==> src/rtl/exhaustive_vector_sweeper.sv <==
// Exhaustive stimulus sweeper: binary/Gray vector walk, hold, capture, MISR.
// Optional golden-response comparison is enabled with `define SWEEP_COMPARE_EN.
module exhaustive_vector_sweeper #(
    parameter int N_WIDTH = 5,
    parameter int OUT_WIDTH = 1,
    parameter int HOLD_CYCLES = 1,
    parameter int SIG_WIDTH = 16,
    parameter logic [SIG_WIDTH-1:0] SIG_POLY = 16'h1021
) (
    input  logic                 CK,
    input  logic                 reset,
    input  logic                 start,
    input  logic                 mode_gray,
    input  logic                 pause,
    output logic [N_WIDTH-1:0]   vec_out,
    input  logic [OUT_WIDTH-1:0] resp_in,
`ifdef SWEEP_COMPARE_EN
    input  logic [OUT_WIDTH-1:0] exp_in,
    output logic [N_WIDTH:0]     mismatch_count,
    output logic [N_WIDTH-1:0]   first_fail_vec,
    output logic                 fail_seen,
`endif
    output logic                 sample_valid,
    output logic [N_WIDTH-1:0]   sample_vec,
    output logic [OUT_WIDTH-1:0] sample_resp,
    output logic                 busy,
    output logic                 done,
    output logic [SIG_WIDTH-1:0] signature,
    output logic [N_WIDTH:0]     vec_count
);

    localparam logic [1:0] IDLE  = 2'd0;
    localparam logic [1:0] APPLY = 2'd1;
    localparam logic [1:0] DONE  = 2'd2;

    localparam int HW = (HOLD_CYCLES > 1) ? $clog2(HOLD_CYCLES) : 1;
    localparam logic [HW-1:0] HOLD_LAST = HW'(HOLD_CYCLES - 1);
    localparam logic [N_WIDTH-1:0] IDX_LAST = '1;

    logic [1:0]           state;
    logic [N_WIDTH-1:0]   idx;
    logic [N_WIDTH-1:0]   idx_next;
    logic [HW-1:0]        hold_cnt;
    logic                 gray;
    logic                 accept;
    logic                 capture;
    logic                 last;
    logic [SIG_WIDTH-1:0] resp_ext;
    logic [SIG_WIDTH-1:0] sig_next;

    function automatic logic [N_WIDTH-1:0] map_vec(
        input logic [N_WIDTH-1:0] i,
        input logic               g
    );
        return g ? (i ^ (i >> 1)) : i;
    endfunction

    assign accept   = start && (state != APPLY);
    assign capture  = (state == APPLY) && !pause && (hold_cnt == HOLD_LAST);
    assign last     = (idx == IDX_LAST);
    assign idx_next = idx + 1'b1;
    assign busy     = (state == APPLY);
    assign done     = (state == DONE);

    always_comb begin
        resp_ext = '0;
        resp_ext[OUT_WIDTH-1:0] = resp_in;
        sig_next = {signature[SIG_WIDTH-2:0], 1'b0}
                 ^ (signature[SIG_WIDTH-1] ? SIG_POLY : '0)
                 ^ resp_ext;
    end

    always_ff @(posedge CK) begin
        if (reset) begin
            state        <= IDLE;
            idx          <= '0;
            hold_cnt     <= '0;
            gray         <= 1'b0;
            vec_out      <= '0;
            sample_valid <= 1'b0;
            sample_vec   <= '0;
            sample_resp  <= '0;
            signature    <= '0;
            vec_count    <= '0;
        end else begin
            sample_valid <= 1'b0;
            if (accept) begin
                state     <= APPLY;
                idx       <= '0;
                hold_cnt  <= '0;
                gray      <= mode_gray;
                vec_out   <= '0;
                signature <= '0;
                vec_count <= '0;
            end else if (state == APPLY && !pause) begin
                if (capture) begin
                    hold_cnt     <= '0;
                    sample_valid <= 1'b1;
                    sample_vec   <= vec_out;
                    sample_resp  <= resp_in;
                    signature    <= sig_next;
                    vec_count    <= vec_count + 1'b1;
                    // The final vector stays on vec_out after the sweep ends.
                    if (last) begin
                        state <= DONE;
                    end else begin
                        idx     <= idx_next;
                        vec_out <= map_vec(idx_next, gray);
                    end
                end else begin
                    hold_cnt <= hold_cnt + 1'b1;
                end
            end
        end
    end

`ifdef SWEEP_COMPARE_EN
    always_ff @(posedge CK) begin
        if (reset || accept) begin
            mismatch_count <= '0;
            first_fail_vec <= '0;
            fail_seen      <= 1'b0;
        end else if (capture && (resp_in != exp_in)) begin
            mismatch_count <= mismatch_count + 1'b1;
            if (!fail_seen) begin
                first_fail_vec <= vec_out;
                fail_seen      <= 1'b1;
            end
        end
    end
`endif

endmodule
==> config.mk <==
export PLATFORM = sky130hd
export DESIGN_NAME = exhaustive_vector_sweeper
export DESIGN_NICKNAME = d
export VERILOG_FILES = /design/src/rtl/exhaustive_vector_sweeper.sv
export SDC_FILE = /design/constraint.sdc
export NUM_CORES = 1
export LEC_CHECK = 0
export ABC_AREA = 0
export BUFFER_PORTS_ARGS = -buffer_cell sky130_fd_sc_hd__buf_4
export CAP_MARGIN = 15
export CORE_ASPECT_RATIO = 0.7
export CORE_MARGIN = 2
export CORE_UTILIZATION = 52
export DETAILED_ROUTE_END_ITERATION = 8
export PLACE_DENSITY = 0.78
export SETUP_SLACK_MARGIN = 0.02
export SLEW_MARGIN = 25
export SYNTH_ARGS = -nofsm -noshare
export SYNTH_HDL_FRONTEND = slang
export SYNTH_SLANG_ARGS = --single-unit
==> constraint.sdc <==
create_clock -name CK -period 2.2 [get_ports CK]
set_input_delay 0.44 -clock CK [delete_from_list [all_inputs] [get_ports CK]]
set_output_delay 0.44 -clock CK [all_outputs]
set_load 0.005 [all_outputs]
==> summary.log <==
[yosys] Yosys Warn Count 0
[yosys] synthesized-area fraction occupied by ao, oa, aoi and oai cells 11.4%
[cts] Num CTS Buffers 5
[sta] timing-limited maximum frequency 544 MHz
[sta] Fin Setup TNS 0 ns
[route] sum of routed wire length over all layers 3390 um
[yosys] Yosys top cell area share 46.9%
[route] number of nets still failing antenna checks after routing 0
[route] post-DR wirelength/cell 11.7 um
[layout] leading cell types in the layout, fill and taps excluded 55 x sky130_fd_sc_hd__nand2_1, 46 x sky130_fd_sc_hd__buf_4, 42 x sky130_fd_sc_hd__dfxtp_1
[cts] number of hold-repair buffers added at the cts stage 0
[yosys] register bit total from synthesis 42
[layout] number of nets in the final layout 251
[worst_hold_path] worst min path class input port to flop
[route] Post-route DRC 0
[setup_path] slowest library cell on the worst path sky130_fd_sc_hd__dfxtp_1
[setup_path] Critical Path RT 2.37 ns
[route] number of detailed-routing iterations run before antenna repair 5
[sta] min Tclk post-route 1.84 ns
[cts] CTS tree built
[floorplan] horizontal die dimension 74.2 um
[place] global placer's final weighted congestion 0.847
[cts] clock transition time at the flip-flop clock pins of the worst setup and hold paths 0.08 ns
[cts] clock latency on the worst-skew pair 0.28 ns
[setup_path] type of origin of the critical path flop
[route] number of DRC markers in iteration 0 85
[power] Pwr Total 1.36 mW
[yosys] proportion of synthesized area in mux cells 0.558%
[sta] max-slew violation total from the final report 0
[yosys] distinct cell type count after synthesis 28
[place] Detailed Place HPWL 2440 um
[yosys] library cell occupying the most area in the post-synthesis netlist sky130_fd_sc_hd__dfxtp_1
[floorplan] die outline area 3940 um2
[yosys] number of enable flip-flop cells after synthesis 0
[layout] Ant. Diodes 0
[global_route] grt total ovfl 0
[sta] setup repair after global routing missed its margin false
[global_route] vias in the first global route 1212
[cts] Resized cells post-CTS 0
[yosys] simple-gate share of the synthesized area 22.9%
[cts] number of buffers between clock root and the deepest sink 2
[sta] clock skew 0.00738 ns
[setup_path] delay of the slowest critical-path stage 0.37 ns
[cts] TritonCTS Sinks 42
[power] cell area power density 634 nW/um2
[setup_path] cell-by-cell trace of the critical path ha_1, and3_1, ha_1, nand2b_1, a211oi_1, nor3b_1
[sta] final count of negative-setup-slack endpoints 0
[global_route] largest net degree at the start of global routing 22
[yosys] total nets after synthesis 223
[layout] commonest non-fill, non-tap cell in the layout sky130_fd_sc_hd__nand2_1
[floorplan] count of boundary I/O pins 42
[yosys] ys async rst share 0%
[yosys] mean cell area of the mapped netlist 8.38 um2
[sta] pin slew with the least headroom to its limit 0.324 ns
[yosys] top area cells in the synthesized netlist sky130_fd_sc_hd__dfxtp_1 47%, sky130_fd_sc_hd__nand2_1 12%, sky130_fd_sc_hd__a21oi_1 7.8%
[floorplan] die height 53.1 um
[route] per-cell via count in the routed design 4.98
[sta] Slew Limit Headroom 78.4%
[floorplan] core area 3210 um2
[setup_path] critical path class flop to flop
[outcome] result of the run completed
[floorplan] row count 17
[yosys] adder and majority gate portion of the synthesized area 2.09%
[setup_path] kind of capture point of the worst setup path flop
[global_route] first-pass GRT wire length 5660 um
[sta] share of the clock period used by the worst path 83.6%
[power] Leakage 0.829 nW
[cts] master cell of the clock root buffer sky130_fd_sc_hd__clkbuf_8
[sta] number of failing hold endpoints at the final stage 0
[cts] number of buffers inserted by post-CTS setup repair 0
[run] max-cap check violation count 0
[yosys] largest family of logic cells by synthesized area simple AND/OR/NAND/NOR gates
[power] maximum VDD drop 0.608 mV
[yosys] fraction of synthesized cell area in xor and xnor cells 7.32%
[floorplan] effective utilization at floorplan 55.9%
[setup_path] Worst Path Buf+Inv 0
[yosys] flip-flop cell with the highest count after synthesis sky130_fd_sc_hd__dfxtp_1
[setup_path] cell seen most often among critical-path stages sky130_fd_sc_hd__ha_1
[place] Port-buffer cells 41
[global_route] antenna violations before repair 0
[setup_path] arrival time of the worst setup path 2.01 ns
[layout] share of final-layout standard cells stronger than drive strength 1 23.9%
[yosys] Netlist Area Pre-Place 1790 um2
[yosys] sequential share of the synthesized area 46.9%
[yosys] number of instances in the synthesized netlist 214
[route] Vias 1445
[layout] area overhead of the layout relative to synthesis 19.6%
[cts] H-tree depth 2
[setup_path] dominant delay contributor by cell family on the critical path simple AND/OR/NAND/NOR gates
[global_route] GRT Util Overall 18.9%
[setup_path] CP Max Fanout 6
## state kept, by name (all words and copies together), names as in the netlist
name          count
idx               4
vec_count         6
state             2
signature        16
hold_cnt          1
sample_valid      1
vec_out           5
sample_vec        5
gray              1
sample_resp       1
## metrics by stage
step	utilization (%)	cell area (um2)	std cells	worst slack [ns]	hold slack, ns
2_1_floorplan	-	1790	214	0.537	0.445
3_3_place_gp	64.0	2060	282	0.410	0.445
3_5_place_dp	64.0	2060	282	0.387	0.450
4_1_cts	66.8	2150	290	0.372	0.392
5_1_grt	66.8	2150	290	0.203	0.399
6_report	66.8	2150	290	0.362	0.402
## worst register-to-register path, delay by kind of cell, from the launching register on
kind / cells / cell delay (ns)
simple gates: 3 / 0.57
fa+ha+maj: 2 / 0.56
compound gates: 1 / 0.24
flops: 1 / 0.37
## final timing paths
check	slack [ns]	cells after the start	to	startpoint
worst max-delay path	0.36	6	vec_out[2]	idx[0]
worst min-delay path	0.40	2	sample_vec[3]	reset
worst max register to register	0.36	6	vec_out[2]	idx[0]
worst min register to register	0.46	2	sample_vec[1]	sample_vec[1]
## cells by family after synthesis
logic type	Yosys count
adder cells (fa/ha/maj)	3
XOR/XNOR	15
flip-flops	42
multiplexers	1
buffers and inverters	27
AND/OR/NAND/NOR	89
AO/OA/AOI/OAI	37
## report_power, final
group          internal, mW  switching, mW  total (mW)
clock network         0.223          0.259       0.482
logic                0.0394         0.0572      0.0966
registers             0.770         0.0109       0.781
total                  1.03          0.327        1.36
## Yosys cell counts (2+ instances only)
library cell and number:
sky130_fd_sc_hd__a211oi_1 5, sky130_fd_sc_hd__a21oi_1 28, sky130_fd_sc_hd__and3_1 2, sky130_fd_sc_hd__buf_1 3
sky130_fd_sc_hd__buf_4 15, sky130_fd_sc_hd__clkbuf_1 6, sky130_fd_sc_hd__dfxtp_1 42, sky130_fd_sc_hd__ha_1 3
sky130_fd_sc_hd__inv_1 2, sky130_fd_sc_hd__nand2_1 55, sky130_fd_sc_hd__nand2b_1 3, sky130_fd_sc_hd__nand3_1 4
sky130_fd_sc_hd__nand4_1 3, sky130_fd_sc_hd__nor2_1 15, sky130_fd_sc_hd__o21ai_0 2, sky130_fd_sc_hd__xnor2_1 9
sky130_fd_sc_hd__xor2_1 6
## per-layer routing
layer	GRT usage [%]	wire [um]	up-vias
li1	-	-	750
met1	27.8	1670	658
met2	27.4	1520	35
met3	5.33	187	2
met4	4.46	19	0
met5	0	0	-
## cell type report
type / instances / area, um2
Inverter: 2 / 7.51
Clock inverter: 3 / 21.3
Fill cell: 270 / 1070
Tap cell: 47 / 58.8
Multi-Input combinational cell: 145 / 803
Sequential cell: 42 / 841
Timing Repair Buffer: 46 / 345
Clock buffer: 5 / 68.8
Note: power is estimated with default switching activity, not from simulation.
